`config.mk`:
```
export PLATFORM = sky130hd
export DESIGN_NAME = div_hilo_seq
export DESIGN_NICKNAME = d
export VERILOG_FILES = /design/src/rtl/div_hilo_seq_pkg.sv /design/src/rtl/div_hilo_seq_div_step.sv /design/src/rtl/div_hilo_seq.sv
export SDC_FILE = /design/constraint.sdc
export NUM_CORES = 1
export LEC_CHECK = 0
export CAP_MARGIN = 20
export CORE_MARGIN = 4
export CORE_UTILIZATION = 60
export DETAILED_ROUTE_END_ITERATION = 8
export DONT_BUFFER_PORTS = 1
export HOLD_SLACK_MARGIN = 0.1
export PLACE_DENSITY_LB_ADDON = 0.2
export SETUP_SLACK_MARGIN = 0.2
export SLEW_MARGIN = 20
export SYNTH_ARGS = -nofsm -noshare
export SYNTH_HDL_FRONTEND = slang
export SYNTH_SLANG_ARGS = --single-unit
```
`constraint.sdc`:
```
create_clock -name clk -period 7.29 [get_ports clk]
set_input_delay 1.458 -clock clk [delete_from_list [all_inputs] [get_ports clk]]
set_output_delay 1.458 -clock clk [all_outputs]
set_load 0.01 [all_outputs]
```
`src/rtl/div_hilo_seq_pkg.sv`:
```
// Shared definitions for the HI/LO divide sequencer: FSM state encoding,
// result/start flag values, bus width and iteration count.
package div_hilo_seq_pkg;

    localparam int REG_BUS_W = 32;
    localparam logic [REG_BUS_W-1:0] ZERO_WORD = '0;

    // One restoring iteration per quotient bit.
    localparam int DIV_ITERATIONS = REG_BUS_W;

    localparam logic DIV_RESULT_READY     = 1'b1;
    localparam logic DIV_RESULT_NOT_READY = 1'b0;
    localparam logic DIV_START            = 1'b1;
    localparam logic DIV_STOP             = 1'b0;

    typedef enum logic [1:0] {
        DivFree   = 2'b00,
        DivByZero = 2'b01,
        DivOn     = 2'b10,
        DivEnd    = 2'b11
    } div_state_e;

endpackage

```
`src/rtl/div_hilo_seq_div_step.sv`:
```
// div_step: one combinational radix-2 restoring division iteration.
// Shifts the next dividend bit into the partial remainder, trial-subtracts
// the divisor and keeps the difference when it is non-negative.
module div_step
    import div_hilo_seq_pkg::*;
#(
    parameter int DATA_W = REG_BUS_W
) (
    input  logic [DATA_W-1:0] rem_i,
    input  logic              dvd_msb_i,
    input  logic [DATA_W-1:0] divisor_i,
    output logic [DATA_W-1:0] rem_o,
    output logic              q_bit_o
);

    logic [DATA_W:0] shifted;
    logic [DATA_W:0] trial;

    // The partial remainder is always below the divisor, so DATA_W+1 bits
    // suffice: the top bit of the difference is a clean sign bit.
    assign shifted = {rem_i, dvd_msb_i};
    assign trial   = shifted - {1'b0, divisor_i};

    // Restore (keep shifted value) or accept the trial difference.
    always_comb begin
        // NOTE: every output gets a default first so no path leaves it unassigned and no latch is inferred.
        rem_o   = shifted[DATA_W-1:0];
        q_bit_o = 1'b0;
        if (!trial[DATA_W]) begin
            rem_o   = trial[DATA_W-1:0];
            q_bit_o = 1'b1;
        end
    end

endmodule

```
`src/rtl/div_hilo_seq.sv`:
```
// div_hilo_seq: multi-cycle signed/unsigned divider for the EX stage.
// Writes HI (remainder) and LO (quotient) with a one-cycle hilo_we_o pulse.
// Optional build macro DIV_EARLY_EXIT_EN: finish in one cycle when
// |dividend| < |divisor|.
module div_hilo_seq
    import div_hilo_seq_pkg::*;
#(
    parameter int DATA_W = DIV_ITERATIONS,
    parameter int CNT_W  = 6
) (
    input  logic              clk,
    input  logic              rst,
    input  logic              start_i,
    input  logic              annul_i,
    input  logic              signed_div_i,
    input  logic [DATA_W-1:0] opdata1_i,
    input  logic [DATA_W-1:0] opdata2_i,
    output logic              stallreq_o,
    output logic              ready_o,
    output logic              hilo_we_o,
    output logic [DATA_W-1:0] hi_o,
    output logic [DATA_W-1:0] lo_o
);

    localparam logic [CNT_W-1:0] LAST_ITER = CNT_W'(DATA_W - 1);

    div_state_e        state_q;
    logic [CNT_W-1:0]  cnt_q;
    logic [DATA_W-1:0] rem_q;
    logic [DATA_W-1:0] dvd_q;      // dividend bits shift out the top, quotient bits shift in the bottom
    logic [DATA_W-1:0] dvs_q;
    logic              neg_quot_q;
    logic              neg_rem_q;
    logic              ready_q;
    logic              hilo_we_q;
    logic [DATA_W-1:0] hi_q;
    logic [DATA_W-1:0] lo_q;

    logic              op1_neg;
    logic              op2_neg;
    logic [DATA_W-1:0] op1_mag;
    logic [DATA_W-1:0] op2_mag;
    logic [DATA_W-1:0] step_rem_d;
    logic              step_qbit_d;
    logic [DATA_W-1:0] quot_d;
    logic [DATA_W-1:0] quot_fix_d;
    logic [DATA_W-1:0] rem_fix_d;

    // Operand magnitudes for signed divides; unsigned operands pass through.
    assign op1_neg = signed_div_i & opdata1_i[DATA_W-1];
    assign op2_neg = signed_div_i & opdata2_i[DATA_W-1];
    assign op1_mag = op1_neg ? -opdata1_i : opdata1_i;
    assign op2_mag = op2_neg ? -opdata2_i : opdata2_i;

    div_step #(
        .DATA_W (DATA_W)
    ) u_div_step (
        .rem_i     (rem_q),
        .dvd_msb_i (dvd_q[DATA_W-1]),
        .divisor_i (dvs_q),
        .rem_o     (step_rem_d),
        .q_bit_o   (step_qbit_d)
    );

    // Sign fix-up applied as the final iteration lands in END.
    assign quot_d     = {dvd_q[DATA_W-2:0], step_qbit_d};
    assign quot_fix_d = neg_quot_q ? -quot_d : quot_d;
    assign rem_fix_d  = neg_rem_q ? -step_rem_d : step_rem_d;

    // Sequencer FSM with registered result outputs.
    always_ff @(posedge clk) begin
        // NOTE: state is updated with <= so every branch sees the pre-edge values, as real flops do.
        if (rst) begin
            state_q    <= DivFree;
            cnt_q      <= '0;
            rem_q      <= '0;
            dvd_q      <= '0;
            dvs_q      <= '0;
            neg_quot_q <= 1'b0;
            neg_rem_q  <= 1'b0;
            ready_q    <= DIV_RESULT_NOT_READY;
            hilo_we_q  <= 1'b0;
            hi_q       <= DATA_W'(ZERO_WORD);
            lo_q       <= DATA_W'(ZERO_WORD);
        end else begin
            hilo_we_q <= 1'b0;
            case (state_q)
                DivFree: begin
                    if (start_i == DIV_START && !annul_i) begin
                        if (opdata2_i == '0) begin
                            state_q <= DivByZero;
`ifdef DIV_EARLY_EXIT_EN
                        end else if (op1_mag < op2_mag) begin
                            state_q   <= DivEnd;
                            ready_q   <= DIV_RESULT_READY;
                            hilo_we_q <= 1'b1;
                            hi_q      <= opdata1_i;
                            lo_q      <= '0;
`endif
                        end else begin
                            state_q    <= DivOn;
                            cnt_q      <= '0;
                            rem_q      <= '0;
                            dvd_q      <= op1_mag;
                            dvs_q      <= op2_mag;
                            neg_quot_q <= op1_neg ^ op2_neg;
                            neg_rem_q  <= op1_neg;
                        end
                    end
                end
                DivByZero: begin
                    if (annul_i) begin
                        state_q <= DivFree;
                    end else begin
                        state_q   <= DivEnd;
                        ready_q   <= DIV_RESULT_READY;
                        hilo_we_q <= 1'b1;
                        hi_q      <= '0;
                        lo_q      <= '0;
                    end
                end
                DivOn: begin
                    if (annul_i) begin
                        state_q <= DivFree;
                    end else begin
                        rem_q <= step_rem_d;
                        dvd_q <= quot_d;
                        cnt_q <= cnt_q + 1'b1;
                        if (cnt_q == LAST_ITER) begin
                            state_q   <= DivEnd;
                            ready_q   <= DIV_RESULT_READY;
                            hilo_we_q <= 1'b1;
                            hi_q      <= rem_fix_d;
                            lo_q      <= quot_fix_d;
                        end
                    end
                end
                DivEnd: begin
                    if (annul_i || start_i == DIV_STOP) begin
                        state_q <= DivFree;
                        ready_q <= DIV_RESULT_NOT_READY;
                        hi_q    <= '0;
                        lo_q    <= '0;
                    end
                end
                default: state_q <= DivFree;
            endcase
        end
    end

    // Stall EX until the result is on the outputs; annul kills both stall and write.
    assign stallreq_o = start_i & ~annul_i & (state_q != DivEnd);
    assign hilo_we_o  = hilo_we_q & ~annul_i;
    assign ready_o    = ready_q;
    assign hi_o       = hi_q;
    assign lo_o       = lo_q;

endmodule

```
==> results of run 1 <==
## critical path, stage by stage (launching register included)
cell	delay (ns)
dfxtp_1	0.33
inv_1	0.07
ha_1	0.15
inv_1	0.05
fa_1	0.44
a211oi_1	0.25
o211ai_1	0.27
nand4b_4	0.18
o211ai_2	0.19
a41o_2	0.42
nor2_8	0.58
inv_4	0.40
nand2_1	0.15
o21ai_0	0.17
inv_1	0.10
ha_1	0.30
and2_1	0.17
nand4bb_1	0.14
o31ai_1	0.44
o21ai_1	0.19
nor3_1	0.21
mux2i_1	0.20
o21ai_0	0.08
## layout make-up
| class | instances | area share |
|---|---|---|
| clock inverters | 15 | 0.0164 |
| well taps | 260 | 0.0263 |
| repair buffers | 10 | 0.00608 |
| multi-input cells | 1218 | 0.620 |
| clock buffers | 17 | 0.0344 |
| inverters | 59 | 0.0181 |
| flip-flops and latches | 172 | 0.279 |
## cells in the final DEF (no fill, tap or decap), drive strengths merged, types with 41 or more instances in the layout
cell type / n
nand2: 190
dfxtp: 172
nor2: 165
o21ai: 100
xnor2: 91
a21oi: 86
inv: 67
nand3: 54
a22oi: 53
xor2: 51
ha: 42
nor3: 41
## logic make-up after synthesis
logic type                 synth area share
AOI/OAI and AO/OA                     0.252
xor gates and xnor gates              0.106
adders and majority gates            0.0466
buffers and inverters                0.0532
DFF                                   0.294
muxes                                0.0190
and+or+nand+nor                       0.229
## state kept, by name, indices dropped and copies added (netlist names)
register / cells
cnt_q: 6
dvd_q: 32
dvs_q: 32
hi_o: 32
hilo_we_q: 1
lo_o: 32
neg_quot_q: 1
neg_rem_q: 1
ready_o: 1
rem_q: 32
state_q: 2
## per-layer routing
layer	part of all wire	GRT usage	routed length (um)	vias to the layer above
met2	0.44	0.485	15500	543
met1	0.44	0.433	15400	5302
met3	0.093	0.0730	3260	71
li1	-	-	-	5411
met5	0	0	0	-
met4	0.026	0.0801	907	0
## power by group through the flow
stage	Sequential, W	Clock, W	Combinational, W
floorplan	0.00108	0	0.00123
global placement	0.00110	0	0.00158
detailed placement	0.00111	0	0.00158
CTS	0.00108	0.000985	0.00160
global route	0.00109	0.00103	0.00177
finish	0.00109	0.000978	0.00164
## through the flow
stage               worst slack (ns)  hold WS [ns]
CTS                             1.76         0.455
floorplan                       2.64         0.432
finish                          1.62         0.457
global route                    1.25         0.474
detailed placement              1.76         0.446
global placement                1.94         0.436
## cells in the mapped netlist, types with 10 or more instances
library cell,count
nand3_1,54
nor2_1,164
o41ai_1,13
or3_1,13
xnor2_1,91
o31ai_1,28
and3_1,10
a21oi_1,85
a2bb2oi_1,17
nand2b_1,11
o21ai_0,95
clkbuf_1,67
ha_1,42
a22oi_1,53
nor4_1,19
nand4_1,12
buf_1,10
and2_1,12
dfxtp_1,172
a31oi_1,33
inv_1,58
xor2_1,51
buf_2,16
mux2i_1,20
nor3_1,41
a21o_1,10
a211oi_1,34
nand2_1,187
## worst paths after layout
path,cells after the start,startpoint,end,slack [ns]
hold reg to reg,2,dvs_q[25],dvs_q[25],0.46
hold / removal,2,dvs_q[25],dvs_q[25],0.46
setup / recovery,22,dvd_q[31],hi_o[30],1.62
setup reg to reg,22,dvd_q[31],hi_o[30],1.62
==> results.json, run 1 <==
{
  "grt_max_degree": 145,
  "dpl_cell_area_um2": 11700,
  "synth.distinct_cells": 79,
  "first_global_vias": 10300,
  "fp.dieH_um": 148,
  "drc": 0,
  "hold_viol": 0,
  "seq_area_um2": 3440,
  "cp_data_arrival_time_ns": 5.95,
  "final_core_util": 0.652,
  "finalSetupTns_ns": 0,
  "hold_path.class": "flop to flop",
  "yosysWarnings": 0,
  "cts-root-buf": "clkbuf_16",
  "track_usage": 0.310,
  "fin_crit_ns": 5.67,
  "synth_largest_area_cell": "dfxtp_1",
  "num-nets-final": 1590,
  "cts_inserted_buffers": 17,
  "min_period_over_period": 0.778,
  "ys_top_cells_by_area": "dfxtp_1 (29%), xnor2_1 (6.8%), nand2_1 (6.0%)",
  "final_cell_area_um2": 12400,
  "dp_hpwl_um": 25900,
  "synthCells": 1546,
  "antenna_found_initial": 0,
  "rsz0062_at_grt": "no",
  "vias_per_cell": 6.47,
  "io_buffers": 0,
  "max_slew_margin": 0.298,
  "gr-total-overflow": 0,
  "cts_resized": 0,
  "antennaDiodeCount": 0,
  "status": "finished clean",
  "wirelength_um": 35100,
  "cts_tree": "yes",
  "dieArea_um2": 21800,
  "seqPwrFrac": 0.293,
  "syn_area_um2": 11700,
  "final_layout_size_suffix_gt1_frac": 0.0476,
  "wl_per_cell_um": 20.0,
  "firstDrtPassIters": 6,
  "ys_ff_latch": 172,
  "worstMarginPinSlew_ns": 1.05,
  "start_util": 0.617,
  "areaGrowthSynthToFinish_pct": 5.54,
  "power.switching_w": 0.00161,
  "finalSetupViolCount": 0,
  "fin_skew_ns": 0.0154,
  "combPwrFrac": 0.443,
  "cp_max_fo": 53,
  "postCtsHoldBufs": 0,
  "rows": 50,
  "htreeDepth": 4,
  "core_area_um2": 19000,
  "synth_top_cell_area_share": 0.294,
  "ant_nets": 0,
  "dp.cells": 1719,
  "p_clk_frac": 0.264,
  "instances_no_fill": 1751,
  "boundaryPins": 136,
  "grt_pass1_wl_um": 55000,
  "total_power_w": 0.00371,
  "drtIter0Drc": 1164,
  "synth_fp_nets": 1658,
  "synthArstFlopShare": 0,
  "fmax_mhz": 176,
  "synth_edf_count": 0,
  "swShare": 0.435,
  "fillers": 1684,
  "start_kind": "flop",
  "vdd_drop_max_mv": 0.314,
  "yosysSeqAreaShare": 0.294,
  "leakage_nw": 4.53,
  "synth_ff_type": "dfxtp_1",
  "cap_violations": 0,
  "vias": 11300,
  "post-cts-setup-buffers": 0,
  "critPathKind": "flop to flop",
  "clock_path_buffers": 2,
  "maxSlewViolCount": 0,
  "syn-mean-instance-area_um2": 7.57,
  "die_w_um": 148,
  "end_kind": "flop",
  "p_per_area_nw_per_um2": 300,
  "p_int_w": 0.00209,
  "clock_sinks": 172,
  "finalWeightedCongestion": 0.961,
  "crit_required_ns": 7.57,
  "insertion_delay_ns": 0.43,
  "multi_input_area_um2": 7650,
  "clk_pin_slew_ns": 0.07
}
No activity file was read; power rests on OpenSTA's default activity.
==> run 2, diff against run 1 <==
==> constraint.sdc (replaced) <==
create_clock -name clk -period 5.4 [get_ports clk]
set_input_delay 1.08 -clock clk [delete_from_list [all_inputs] [get_ports clk]]
set_output_delay 1.08 -clock clk [all_outputs]
set_load 0.01 [all_outputs]
==> run 2 against run 1 <==
Net effect: core utilization grew 0.24 points; via count decreased by 0.58%; fmax grew 17%; die area unchanged; global-route usage is 0.65 points higher; combinational power increased by 37%; sequential power rose by 35%; cell count grew 0.34%; power increased by 34%; worst hold slack lost 0.0024 ns; critical path depth shrank 2; clock power is 30% higher; critical endpoint is now lo_o[26].
==> results.json, run 2 (same netlist as run 1, synthesis figures left out) <==
{
  "critPathKind": "flop to flop",
  "final_common_cell": "nand2_1",
  "dp.cells": 1723,
  "worstMarginPinSlew_ns": 1.15,
  "clock_sinks": 172,
  "io_buffers": 0,
  "hold_path.class": "flop to flop",
  "rows": 50,
  "final_cell_mix": "nand2_1 (187), dfxtp_1 (172), nor2_1 (163)",
  "num-nets-final": 1596,
  "leakage_nw": 4.54,
  "swShare": 0.442,
  "wl_per_cell_um": 20.1,
  "cp_data_arrival_time_ns": 5.17,
  "seqPwrFrac": 0.295,
  "finalSetupViolCount": 0,
  "start_kind": "flop",
  "p_per_area_nw_per_um2": 402,
  "power.switching_w": 0.00220,
  "vias_per_cell": 6.41,
  "clk_pin_slew_ns": 0.07,
  "dieArea_um2": 21800,
  "min_period_over_period": 0.896,
  "status": "finished clean",
  "cap_violations": 0,
  "drtIter0Drc": 1172,
  "track_usage": 0.317,
  "vdd_drop_max_mv": 0.392,
  "max_slew_margin": 0.234,
  "antennaDiodeCount": 0,
  "combPwrFrac": 0.450,
  "antenna_found_initial": 0,
  "start_util": 0.617,
  "finalWeightedCongestion": 0.987,
  "firstDrtPassIters": 6,
  "crit_required_ns": 5.73,
  "maxSlewViolCount": 0,
  "wirelength_um": 35400,
  "cp_max_fo": 22,
  "fin_skew_ns": 0.0129,
  "end_kind": "flop",
  "clock_path_buffers": 2,
  "insertion_delay_ns": 0.44,
  "core_area_um2": 19000,
  "instances_no_fill": 1757,
  "areaGrowthSynthToFinish_pct": 5.92,
  "grt_max_degree": 145,
  "first_global_vias": 10300,
  "rsz0062_at_grt": "no",
  "p_clk_frac": 0.255,
  "cts_tree": "yes",
  "ant_nets": 0,
  "dp_hpwl_um": 26100,
  "final_core_util": 0.654,
  "finalSetupTns_ns": 0,
  "fp.dieH_um": 148,
  "cts-root-buf": "clkbuf_16",
  "final_layout_size_suffix_gt1_frac": 0.0521,
  "drc": 0,
  "gr-total-overflow": 0,
  "fin_crit_ns": 4.84,
  "cts_inserted_buffers": 17,
  "die_w_um": 148,
  "htreeDepth": 4,
  "fmax_mhz": 207,
  "vias": 11300,
  "boundaryPins": 136,
  "p_int_w": 0.00278,
  "hold_viol": 0,
  "grt_pass1_wl_um": 55800
}
==> run 2: cell count changes in the layout (fill, tap and decap cells not counted) <==
cell,previous run,this run
buf_4,10,15
bufinv_16,3,1
clkbuf_8,0,2
clkinv_2,2,0
clkinv_4,1,3
buf_12,0,1
clkinvlp_4,0,1
inv_6,5,4
o31ai_1,28,27
o31ai_4,0,1
==> run 2: what timing repair did <==
action | CTS | global route
setup endpoints to repair | 0 | 7
resized for setup | 0 | 2
buffers inserted | 0 | 2
hold buffers | 0 | 0
==> run 2: area by class of cell <==
class	instances	area [um^2]
Multi-Input combinational cell	1218	7670
Tap cell	260	325
Sequential cell	172	3440
Clock inverter	13	149
Timing Repair Buffer	16	133
Fill cell	1706	6560
Clock buffer	19	453
Inverter	59	224
==> run 2: through the flow <==
step | setup slack [ns] | hold WS [ns] | instance area [um^2] | total power [W]
6_report | 0.562 | 0.455 | 12400 | 0.00499
5_1_grt | 0.196 | 0.473 | 12400 | 0.00524
4_1_cts | 0.405 | 0.447 | 12400 | 0.00492
3_5_place_dp | 0.411 | 0.439 | 11800 | 0.00366
3_3_place_gp | 0.642 | 0.435 | 11800 | 0.00365
2_1_floorplan | 0.747 | 0.432 | 11700 | 0.00311
==> run 2: final timing paths <==
| path | start | cells past startpoint | to | slack [ns] |
|---|---|---|---|---|
| worst min register to register | dvs_q[22] | 2 | dvs_q[22] | 0.45 |
| worst max register to register | dvd_q[31] | 20 | lo_o[26] | 0.56 |
| worst max-delay path | dvd_q[31] | 20 | lo_o[26] | 0.56 |
| worst min-delay path | dvs_q[22] | 2 | dvs_q[22] | 0.45 |
==> run 2: power by group through the flow <==
| stage | Clock (W) | Sequential (W) | Combinational, W |
|---|---|---|---|
| floorplan | 0 | 0.00146 | 0.00166 |
| global placement | 0 | 0.00149 | 0.00215 |
| CTS | 0.00127 | 0.00147 | 0.00218 |
| global route | 0.00132 | 0.00148 | 0.00244 |
| detailed placement | 0 | 0.00150 | 0.00216 |
| finish | 0.00127 | 0.00147 | 0.00224 |
==> run 2: worst max-delay path, stage by stage, from the launching register on <==
cell and delay [ns]:
dfxtp_1 0.34, inv_1 0.07, ha_1 0.17, inv_1 0.06, fa_1 0.44, a211oi_1 0.26, o211ai_1 0.25, nand4b_4 0.18
o211ai_2 0.20, o311ai_4 0.48, nor2_8 0.13, inv_4 0.22, ha_1 0.20, nand2b_1 0.12, or2_1 0.29, nand2b_1 0.22
or3_1 0.46, o41ai_1 0.33, xnor2_1 0.10, a22oi_1 0.16, nor2_1 0.05
==> run 2: per-layer routing <==
metal	track usage	routed length, um
met1	0.446	15600
met2	0.483	15600
met3	0.0880	3630
met4	0.0769	633
met5	0	0
